--- config.mk ---
export PLATFORM = sky130hd
export DESIGN_NAME = dmem_arbiter
export DESIGN_NICKNAME = d
export VERILOG_FILES = /design/src/rtl/dmem_arb_pkg.sv /design/src/rtl/dmem_arbiter.sv
export SDC_FILE = /design/constraint.sdc
export NUM_CORES = 1
export LEC_CHECK = 0
export CAP_MARGIN = 20
export CORE_AREA = 2 2 124 126
export CTS_CLUSTER_DIAMETER = 120
export DETAILED_ROUTE_END_ITERATION = 8
export DIE_AREA = 0 0 126 128
export SETUP_SLACK_MARGIN = 0.2
export SLEW_MARGIN = 10
export SYNTH_ARGS = -nofsm -noshare
export SYNTH_HDL_FRONTEND = slang
export SYNTH_SLANG_ARGS = --single-unit
--- constraint.sdc ---
create_clock -name clk -period 4.1 [get_ports clk]
set_input_delay 1.025 -clock clk [delete_from_list [all_inputs] [get_ports clk]]
set_output_delay 1.025 -clock clk [all_outputs]
set_load 0.005 [all_outputs]
--- src/rtl/dmem_arb_pkg.sv ---
// Shared types for the data-memory arbiter: arbitration state and the
// bundled memory request that mem_stage hands to the arbiter.
package dmem_arb_pkg;

  localparam int DMEM_DW = 32;
  localparam int DMEM_MW = DMEM_DW / 8;

  typedef enum logic [0:0] {
    S_CORE  = 1'b0,
    S_XLOCK = 1'b1
  } arb_state_e;

  typedef struct packed {
    logic               we;
    logic [DMEM_MW-1:0] mask;
    logic [DMEM_DW-1:0] addr;
    logic [DMEM_DW-1:0] wdata;
  } mem_req_t;

endpackage

--- src/rtl/dmem_arbiter.sv ---
// Shares the single dmem port between the core MEM stage (C, fixed priority)
// and an external requester (X) with starvation relief and burst lock.
module dmem_arbiter
  import dmem_arb_pkg::*;
#(
  parameter int DATA_WIDTH   = DMEM_DW,
  parameter int STARVE_LIMIT = 8,
  localparam int MASK_SIZE   = DATA_WIDTH / 8,
  localparam int CNT_W       = $clog2(STARVE_LIMIT + 1)
) (
  input  logic                  clk,
  input  logic                  rst,
  // core port
  input  logic                  c_req,
  input  logic                  c_we,
  input  logic [MASK_SIZE-1:0]  c_mask,
  input  logic [DATA_WIDTH-1:0] c_addr,
  input  logic [DATA_WIDTH-1:0] c_wdata,
  output logic [DATA_WIDTH-1:0] c_rdata,
  output logic                  core_stall,
  // external port
  input  logic                  x_valid,
  input  logic                  x_we,
  input  logic [MASK_SIZE-1:0]  x_mask,
  input  logic [DATA_WIDTH-1:0] x_addr,
  input  logic [DATA_WIDTH-1:0] x_wdata,
  input  logic                  x_lock,
  output logic                  x_ready,
  output logic                  x_rvalid,
  output logic [DATA_WIDTH-1:0] x_rdata,
  // dmem port
  output logic                  mem_we,
  output logic [MASK_SIZE-1:0]  mem_mask,
  output logic [DATA_WIDTH-1:0] mem_addr,
  output logic [DATA_WIDTH-1:0] mem_wdata,
  input  logic [DATA_WIDTH-1:0] mem_rdata,
  // debug visibility
  output arb_state_e            dbg_state,
  output logic [CNT_W-1:0]      dbg_starve
);

  // Handshake: an X beat transfers on a cycle where x_valid && x_ready; X holds
  // its fields stable while x_valid && !x_ready. C has no ready: it is told to
  // hold through core_stall, and its beat transfers whenever c_req && !core_stall.

  localparam logic [CNT_W-1:0] LIMIT = CNT_W'(STARVE_LIMIT);

  typedef struct packed {
    logic                  we;
    logic [MASK_SIZE-1:0]  mask;
    logic [DATA_WIDTH-1:0] addr;
    logic [DATA_WIDTH-1:0] wdata;
  } req_t;

  arb_state_e       state_q;
  logic [CNT_W-1:0] starve_q;
  logic             x_gnt;
  logic             c_gnt;
  req_t             req;

  always_comb begin
    x_gnt = 1'b0;
    c_gnt = 1'b0;
    req   = '0;
    if (!rst) begin
      x_gnt = x_valid && (state_q == S_XLOCK || !c_req || starve_q == LIMIT);
      c_gnt = c_req && state_q == S_CORE && !x_gnt;
    end
    if (x_gnt) begin
      req = '{we: x_we, mask: x_mask, addr: x_addr, wdata: x_wdata};
    end else if (c_gnt) begin
      req = '{we: c_we, mask: c_mask, addr: c_addr, wdata: c_wdata};
    end
  end

  assign mem_we     = req.we;
  assign mem_mask   = req.mask;
  assign mem_addr   = req.addr;
  assign mem_wdata  = req.wdata;
  assign c_rdata    = mem_rdata;
  assign core_stall = c_req && !c_gnt;
  assign x_ready    = x_gnt;
  assign dbg_state  = state_q;
  assign dbg_starve = starve_q;

  always_ff @(posedge clk) begin
    if (rst) begin
      state_q  <= S_CORE;
      starve_q <= '0;
      x_rvalid <= 1'b0;
      x_rdata  <= '0;
    end else begin
      case (state_q)
        S_CORE:  if (x_gnt && x_lock) state_q <= S_XLOCK;
        S_XLOCK: if (!x_valid || !x_lock) state_q <= S_CORE;
        default: state_q <= S_CORE;
      endcase

      // Only consecutive denied cycles of one pending beat count toward relief.
      if (!x_valid || x_gnt) begin
        starve_q <= '0;
      end else if (starve_q != LIMIT) begin
        starve_q <= starve_q + 1'b1;
      end

      x_rvalid <= x_gnt && !x_we;
      if (x_gnt && !x_we) x_rdata <= mem_rdata;
    end
  end

endmodule

==> results.sh, run 1 <==
export IMPL_status="completed"
export IMPL_p_comb_frac=0.411
export IMPL_antenna_found_initial=0
export IMPL_synthCells=452
export IMPL_cp_arrival_ps=2860
export IMPL_synth_most_common_cell="nand2_1"
export IMPL_whs_path_depth=2
export IMPL_finalMaxSlewViolations=0
export IMPL_pwr_share_clk=0.290
export IMPL_routed_via_density=4.82
export IMPL_synth_nets=629
export IMPL_reg2reg_setup_slack_ps=2020
export IMPL_ios=316
export IMPL_worstPathCellList="clkdlybuf4s50_1, nor2b_4, buf_4, buf_12, buf_16, o2111ai_1, o21ai_1, clkdlybuf4s50_1"
export IMPL_worst_pin_slew_ps=586
export IMPL_cts_sinks=38
export IMPL_grt_pass1_vias=4156
export IMPL_final_hold_viol_count=0
export IMPL_switching_share=0.262
export IMPL_ys_types=25
export IMPL_start_kind="primary input"
export IMPL_min_from="x_rdata[19]"
export IMPL_num_vias=4345
export IMPL_pwr_share_seq=0.299
export IMPL_cts_tree="yes"
export IMPL_switchingPower_uw=341
export IMPL_rows=45
export IMPL_syn_area_um2=3170
export IMPL_worstSetupStartpoint="c_req"
export IMPL_overflow=0
export IMPL_dieArea_um2=16100
export IMPL_end_kind="output pin"
export IMPL_required_ps=3070
export IMPL_core_area_um2=14900
export IMPL_n_fill_cell=1449
export IMPL_fin_area_um2=6690
export IMPL_ys_flop_type="dfxtp_1"
export IMPL_fin_crit_sh=0.947
export IMPL_peakVddDrop_uv=141
export IMPL_yosysSeqAreaShare=0.240
export IMPL_setup_viol=0
export IMPL_hold_path_end="x_rdata[19]"
export IMPL_cts_made_buffers=5
export IMPL_postRouteAntennaNets=0
export IMPL_max_freq_mhz=258
export IMPL_placed_area_um2=6280
export IMPL_rsz0062_at_grt="true"
export IMPL_post_route_drc_count=0
export IMPL_synthArstFlopShare=0
export IMPL_initial_core_util=0.213
export IMPL_hp_class="register to register"
export IMPL_routed_wl_mm=15.2
export IMPL_cp_common_cell="clkdlybuf4s50_1"
export IMPL_maxSlewHeadroom=0.610
export IMPL_yosysWarnings=0
export IMPL_drt_iter0_drc=188
export IMPL_dp_hpwl_mm=10.7
export IMPL_synth_commonest_cells="nand2_1, o2111ai_1, o21ai_1"
export IMPL_final_nets=890
export IMPL_ys_seq_elements=38
export IMPL_clkSlewWorstSetupHoldPaths_ps=50
export IMPL_synth_edff_count=0
export IMPL_dr_pass1_iters=4
export IMPL_grt_first_pass_wirelength_mm=21.5
export IMPL_postCtsHoldBufs=0
export IMPL_area_delta_synth_final_pct=111
export IMPL_drive_above_1_share=0.0532
export IMPL_r2r_cells=6
export IMPL_root_buffer="clkbuf_16"
export IMPL_dieWidth_um=126
export IMPL_ys_top_cells_by_area="dfxtp_1, o2111ai_1, nand2_1"
export IMPL_syn_avg_cell_area_um2=7.01
export IMPL_fin_tns_setup_ps=0
export IMPL_die_h_um=128
export IMPL_leakagePower_nw=2.80
export IMPL_place_congestion=0.857
export IMPL_antennaDiodeCount=0
export IMPL_crit_slowest_cell="clkdlybuf4s50_1"
export IMPL_clk_path_buf_depth=2
export IMPL_slowest_delay_ps=520
export IMPL_internal_power_uw=962
export IMPL_h_tree_depth=2
export IMPL_grt_max_degree=67
export IMPL_port_buffers=315
export IMPL_wl_per_cell_um=16.8
export IMPL_yosysTopAreaCellShare=0.240
export IMPL_rr_startpoint="dbg_starve[0]"
export IMPL_track_usage=0.162
export IMPL_power_density_nw_per_um2=195
export IMPL_timing_max_cap_violations=0
export IMPL_yosys_area_top_type="dfxtp_1"
export IMPL_path_max_fanout=15
export IMPL_period_minus_slack_ps=3880
export IMPL_crit_type="primary input to output pin"
export IMPL_clock_latency_ps=280
export IMPL_fin_worst_skew_ps=2.36
export IMPL_timing_rr_end="x_rdata[18]"
## cell usage in the layout, fill, tap and decap left out
cell type,instances
dlygate4sd2_1,1
nand4_1,1
nand3_1,1
o2111ai_1,69
bufinv_8,1
buf_6,1
a211oi_4,1
nor3b_1,1
nor2_1,6
ha_1,2
o21ai_1,69
clkdlybuf4s50_1,284
buf_12,8
nor2b_4,1
nand3b_1,1
inv_2,1
clkinv_2,1
o31a_1,1
inv_1,3
nor3_1,1
mux2i_1,32
xnor2_1,1
inv_4,1
xor2_1,1
dlymetal6s2s_1,30
dfxtp_1,38
clkbuf_16,8
buf_16,1
clkbuf_1,1
buf_4,12
clkbuf_8,1
nand2_1,133
a21o_2,1
## area by class of cell
class                      count  area (µm²)  share of cell area
clock inverter                 1        5.00            0.000748
inverter                       5        32.5             0.00486
sequential                    38         761               0.114
clock buffer                   7         143              0.0213
timing repair inverter         1        6.26            0.000935
timing repair buffer         340        3590               0.537
tap                          188         235              0.0352
multi-input combinational    322        1920               0.287
## logic make-up after synthesis
logic type	Yosys count	synth area share
buffers and inverters	92	0.158
AOI/OAI and AO/OA	141	0.311
DFF	38	0.240
xor gates and xnor gates	2	0.00553
and+or+nand+nor	145	0.177
adders and majority gates	2	0.00790
muxes	32	0.101
## sequential cells by signal, summed over array words and instances (netlist names)
name / cells
dbg_starve: 4
x_rvalid: 1
dbg_state: 1
x_rdata: 32
## worst max-delay path: cells and delay by family
family,cells,cell delay [ps]
and+or+nand+nor,1,210
AOI/OAI and AO/OA,2,210
buffers and inverters,5,1400
## power by group through the flow
stage | combinational [mW] | clock (mW) | sequential (mW)
finish | 0.536 | 0.378 | 0.390
global route | 0.574 | 0.408 | 0.391
CTS | 0.529 | 0.391 | 0.390
detailed placement | 0.512 | 0 | 0.398
global placement | 0.509 | 0 | 0.397
floorplan | 0.172 | 0 | 0.398
## worst max-delay path by stage
stage	endpoint	slack [ps]	cells past startpoint
final	mem_wdata[11]	220	8
after global routing	mem_wdata[25]	120	8
after CTS	mem_wdata[11]	220	7
after detailed placement	mem_addr[2]	160	6
after global placement	mem_wdata[30]	180	6
after floorplan	mem_addr[10]	1150	5
## routing by layer
| layer | GRT usage | up-vias | wire, µm |
|---|---|---|---|
| met2 | 0.283 | 233 | 7450 |
| met4 | 0.0498 | 0 | 236 |
| li1 | - | 2130 | - |
| met3 | 0.0467 | 16 | 1380 |
| met5 | 0 | - | 0 |
| met1 | 0.192 | 1966 | 6090 |
## per-stage QoR
step / util / cells / setup WS [ps] / power (mW) / hold WS (ps)
2_1_floorplan: - / 452 / 1150 / 0.571 / 451
3_3_place_gp: 0.423 / 882 / 182 / 0.906 / 441
3_5_place_dp: 0.423 / 882 / 159 / 0.910 / 448
4_1_cts: 0.438 / 896 / 218 / 1.31 / 456
5_1_grt: 0.450 / 902 / 122 / 1.37 / 472
6_report: 0.450 / 902 / 217 / 1.30 / 454
## repair_timing
| item | CTS | global route |
|---|---|---|
| setup buffers | 4 | 3 |
| gates cloned | 2 | 3 |
| setup endpoints to repair | 54 | 69 |
| resized for setup | 3 | 31 |
| pin swaps | 0 | 0 |
No activity file was read; power rests on OpenSTA's default activity.
==> run 2, diff against run 1 <==
--- a/config.mk
+++ b/config.mk
@@ -5,11 +5,13 @@
 export SDC_FILE = /design/constraint.sdc
 export NUM_CORES = 1
 export LEC_CHECK = 0
+export ABC_CLOCK_PERIOD_IN_PS = 4100
 export CAP_MARGIN = 20
 export CORE_AREA = 2 2 124 126
 export CTS_CLUSTER_DIAMETER = 120
 export DETAILED_ROUTE_END_ITERATION = 8
 export DIE_AREA = 0 0 126 128
+export GPL_TIMING_DRIVEN = 0
 export SETUP_SLACK_MARGIN = 0.2
 export SLEW_MARGIN = 10
 export SYNTH_ARGS = -nofsm -noshare
==> run 2 against run 1 <==
Against the previous run: clock-buffer cell count did not move; die area did not move; critical path depth fell by 1; global-route usage rose by 2.3 points; via count grew 5.3%; wire length is 6.9% higher.
==> results.sh, run 2 (synthesis gave the netlist of run 1 again) <==
export IMPL_status="completed"
export IMPL_clock_latency_ps=280
export IMPL_place_congestion=0.934
export IMPL_n_fill_cell=1498
export IMPL_required_ps=3070
export IMPL_maxSlewHeadroom=0.601
export IMPL_antenna_found_initial=0
export IMPL_mostFrequentLayoutCells="clkdlybuf4s50_1, nand2_1, o2111ai_1, o21ai_1, buf_4"
export IMPL_die_h_um=128
export IMPL_postCtsHoldBufs=0
export IMPL_core_area_um2=14900
export IMPL_grt_first_pass_wirelength_mm=23.8
export IMPL_initial_core_util=0.213
export IMPL_leakagePower_nw=2.84
export IMPL_pre_cts_ws_ps=-581
export IMPL_port_buffers=315
export IMPL_cp_arrival_ps=2870
export IMPL_final_nets=952
export IMPL_cts_tree="yes"
export IMPL_start_kind="primary input"
export IMPL_hp_class="register to register"
export IMPL_dieArea_um2=16100
export IMPL_clk_path_buf_depth=2
export IMPL_overflow=0
export IMPL_routed_wl_mm=16.2
export IMPL_antennaDiodeCount=0
export IMPL_final_common_cell="clkdlybuf4s50_1"
export IMPL_min_from="x_rdata[22]"
export IMPL_drt_iter0_drc=134
export IMPL_fin_worst_skew_ps=3.51
export IMPL_final_cells=963
export IMPL_num_vias=4577
export IMPL_worst_pin_slew_ps=598
export IMPL_peakVddDrop_uv=169
export IMPL_final_hold_viol_count=0
export IMPL_post_route_util=0.461
export IMPL_largest_reg_flops=32
export IMPL_ios=316
export IMPL_worst_slack_ps=201
export IMPL_dp_hpwl_mm=13.3
export IMPL_postRouteAntennaNets=0
export IMPL_path_max_fanout=10
export IMPL_max_freq_mhz=256
export IMPL_cts_made_buffers=5
export IMPL_period_minus_slack_ps=3900
export IMPL_timing_max_cap_violations=0
export IMPL_power_density_nw_per_um2=188
export IMPL_finalMaxSlewViolations=0
export IMPL_rows=45
export IMPL_clkSlewWorstSetupHoldPaths_ps=50
export IMPL_grt_max_degree=11
export IMPL_rr_startpoint="dbg_starve[0]"
export IMPL_fin_crit_sh=0.951
export IMPL_crit_type="primary input to output pin"
export IMPL_regMostFlops="x_rdata"
export IMPL_post_route_drc_count=0
export IMPL_grt_pass1_vias=4545
export IMPL_wl_per_cell_um=16.8
export IMPL_dp_cells=955
export IMPL_worstSetupStartpoint="c_req"
export IMPL_dr_pass1_iters=4
export IMPL_dieWidth_um=126
export IMPL_end_kind="output pin"
export IMPL_track_usage=0.185
export IMPL_fin_tns_setup_ps=0
export IMPL_drive_above_1_share=0.112
export IMPL_area_delta_synth_final_pct=116
export IMPL_cts_sinks=38
export IMPL_routed_via_density=4.75
export IMPL_root_buffer="clkbuf_16"
export IMPL_h_tree_depth=2
export IMPL_setup_viol=0
export IMPL_rsz0062_at_grt="true"
## run 2: cell types whose count changed in the layout (fill, tap and decap cells not counted), moves of 3 or more
cell,delta
buf_1,+7
buf_12,-8
buf_2,+5
buf_4,+29
buf_6,+4
clkbuf_1,+8
clkbuf_16,-3
clkbuf_2,+11
clkbuf_4,+10
clkdlybuf4s50_1,-5
dlygate4sd2_1,+16
dlymetal6s2s_1,-11
o21ai_1,-4
o21ai_2,+4
## run 2: repair_timing
item	in CTS	in global routing
setup endpoints to repair	70	53
setup buffers	1	0
resized for setup	74	35
## run 2: through the flow
stage / hold slack (ps) / total power [mW] / area, µm²
after floorplan: 451 / 0.571 / 3170
after global placement: 442 / 0.933 / 6560
after detailed placement: 453 / 0.937 / 6560
after CTS: 462 / 1.31 / 6800
after global routing: 471 / 1.36 / 6860
final: 456 / 1.29 / 6860
## run 2: path summary, 6_finish.rpt
check,cells past startpoint,slack [ps],to
min reg2reg,2,460,x_rdata[22]
max reg2reg,7,2280,x_rdata[20]
min,2,460,x_rdata[22]
max,7,200,mem_wdata[9]
## run 2: critical path, cell delays in order
cell and delay [ps]:
clkdlybuf4s50_1 470, nor2b_1 160, buf_6 180, buf_2 230, o2111ai_1 160, o21ai_1 120, clkdlybuf4s50_1 530
## run 2: final cells by class
type / count / area [µm²] / share of cell area
timing repair buffer: 316 / 3190 / 0.465
multi-input combinational: 322 / 1930 / 0.282
sequential: 38 / 761 / 0.111
buffer: 87 / 592 / 0.0863
tap: 188 / 235 / 0.0343
clock buffer: 7 / 133 / 0.0193
inverter: 5 / 18.8 / 0.00274
## run 2: report_power, final
group / internal (mW) / switching, mW
combinational: 0.341 / 0.200
sequential: 0.383 / 0.00727
clock: 0.222 / 0.136
## run 2: per-layer routing
metal,part of all wire,global-route usage,vias to the layer above
met5,0,0,-
met1,0.39,0.203,2069
met4,0.021,0.0608,0
met2,0.50,0.342,233
met3,0.084,0.0505,28
li1,-,-,2247
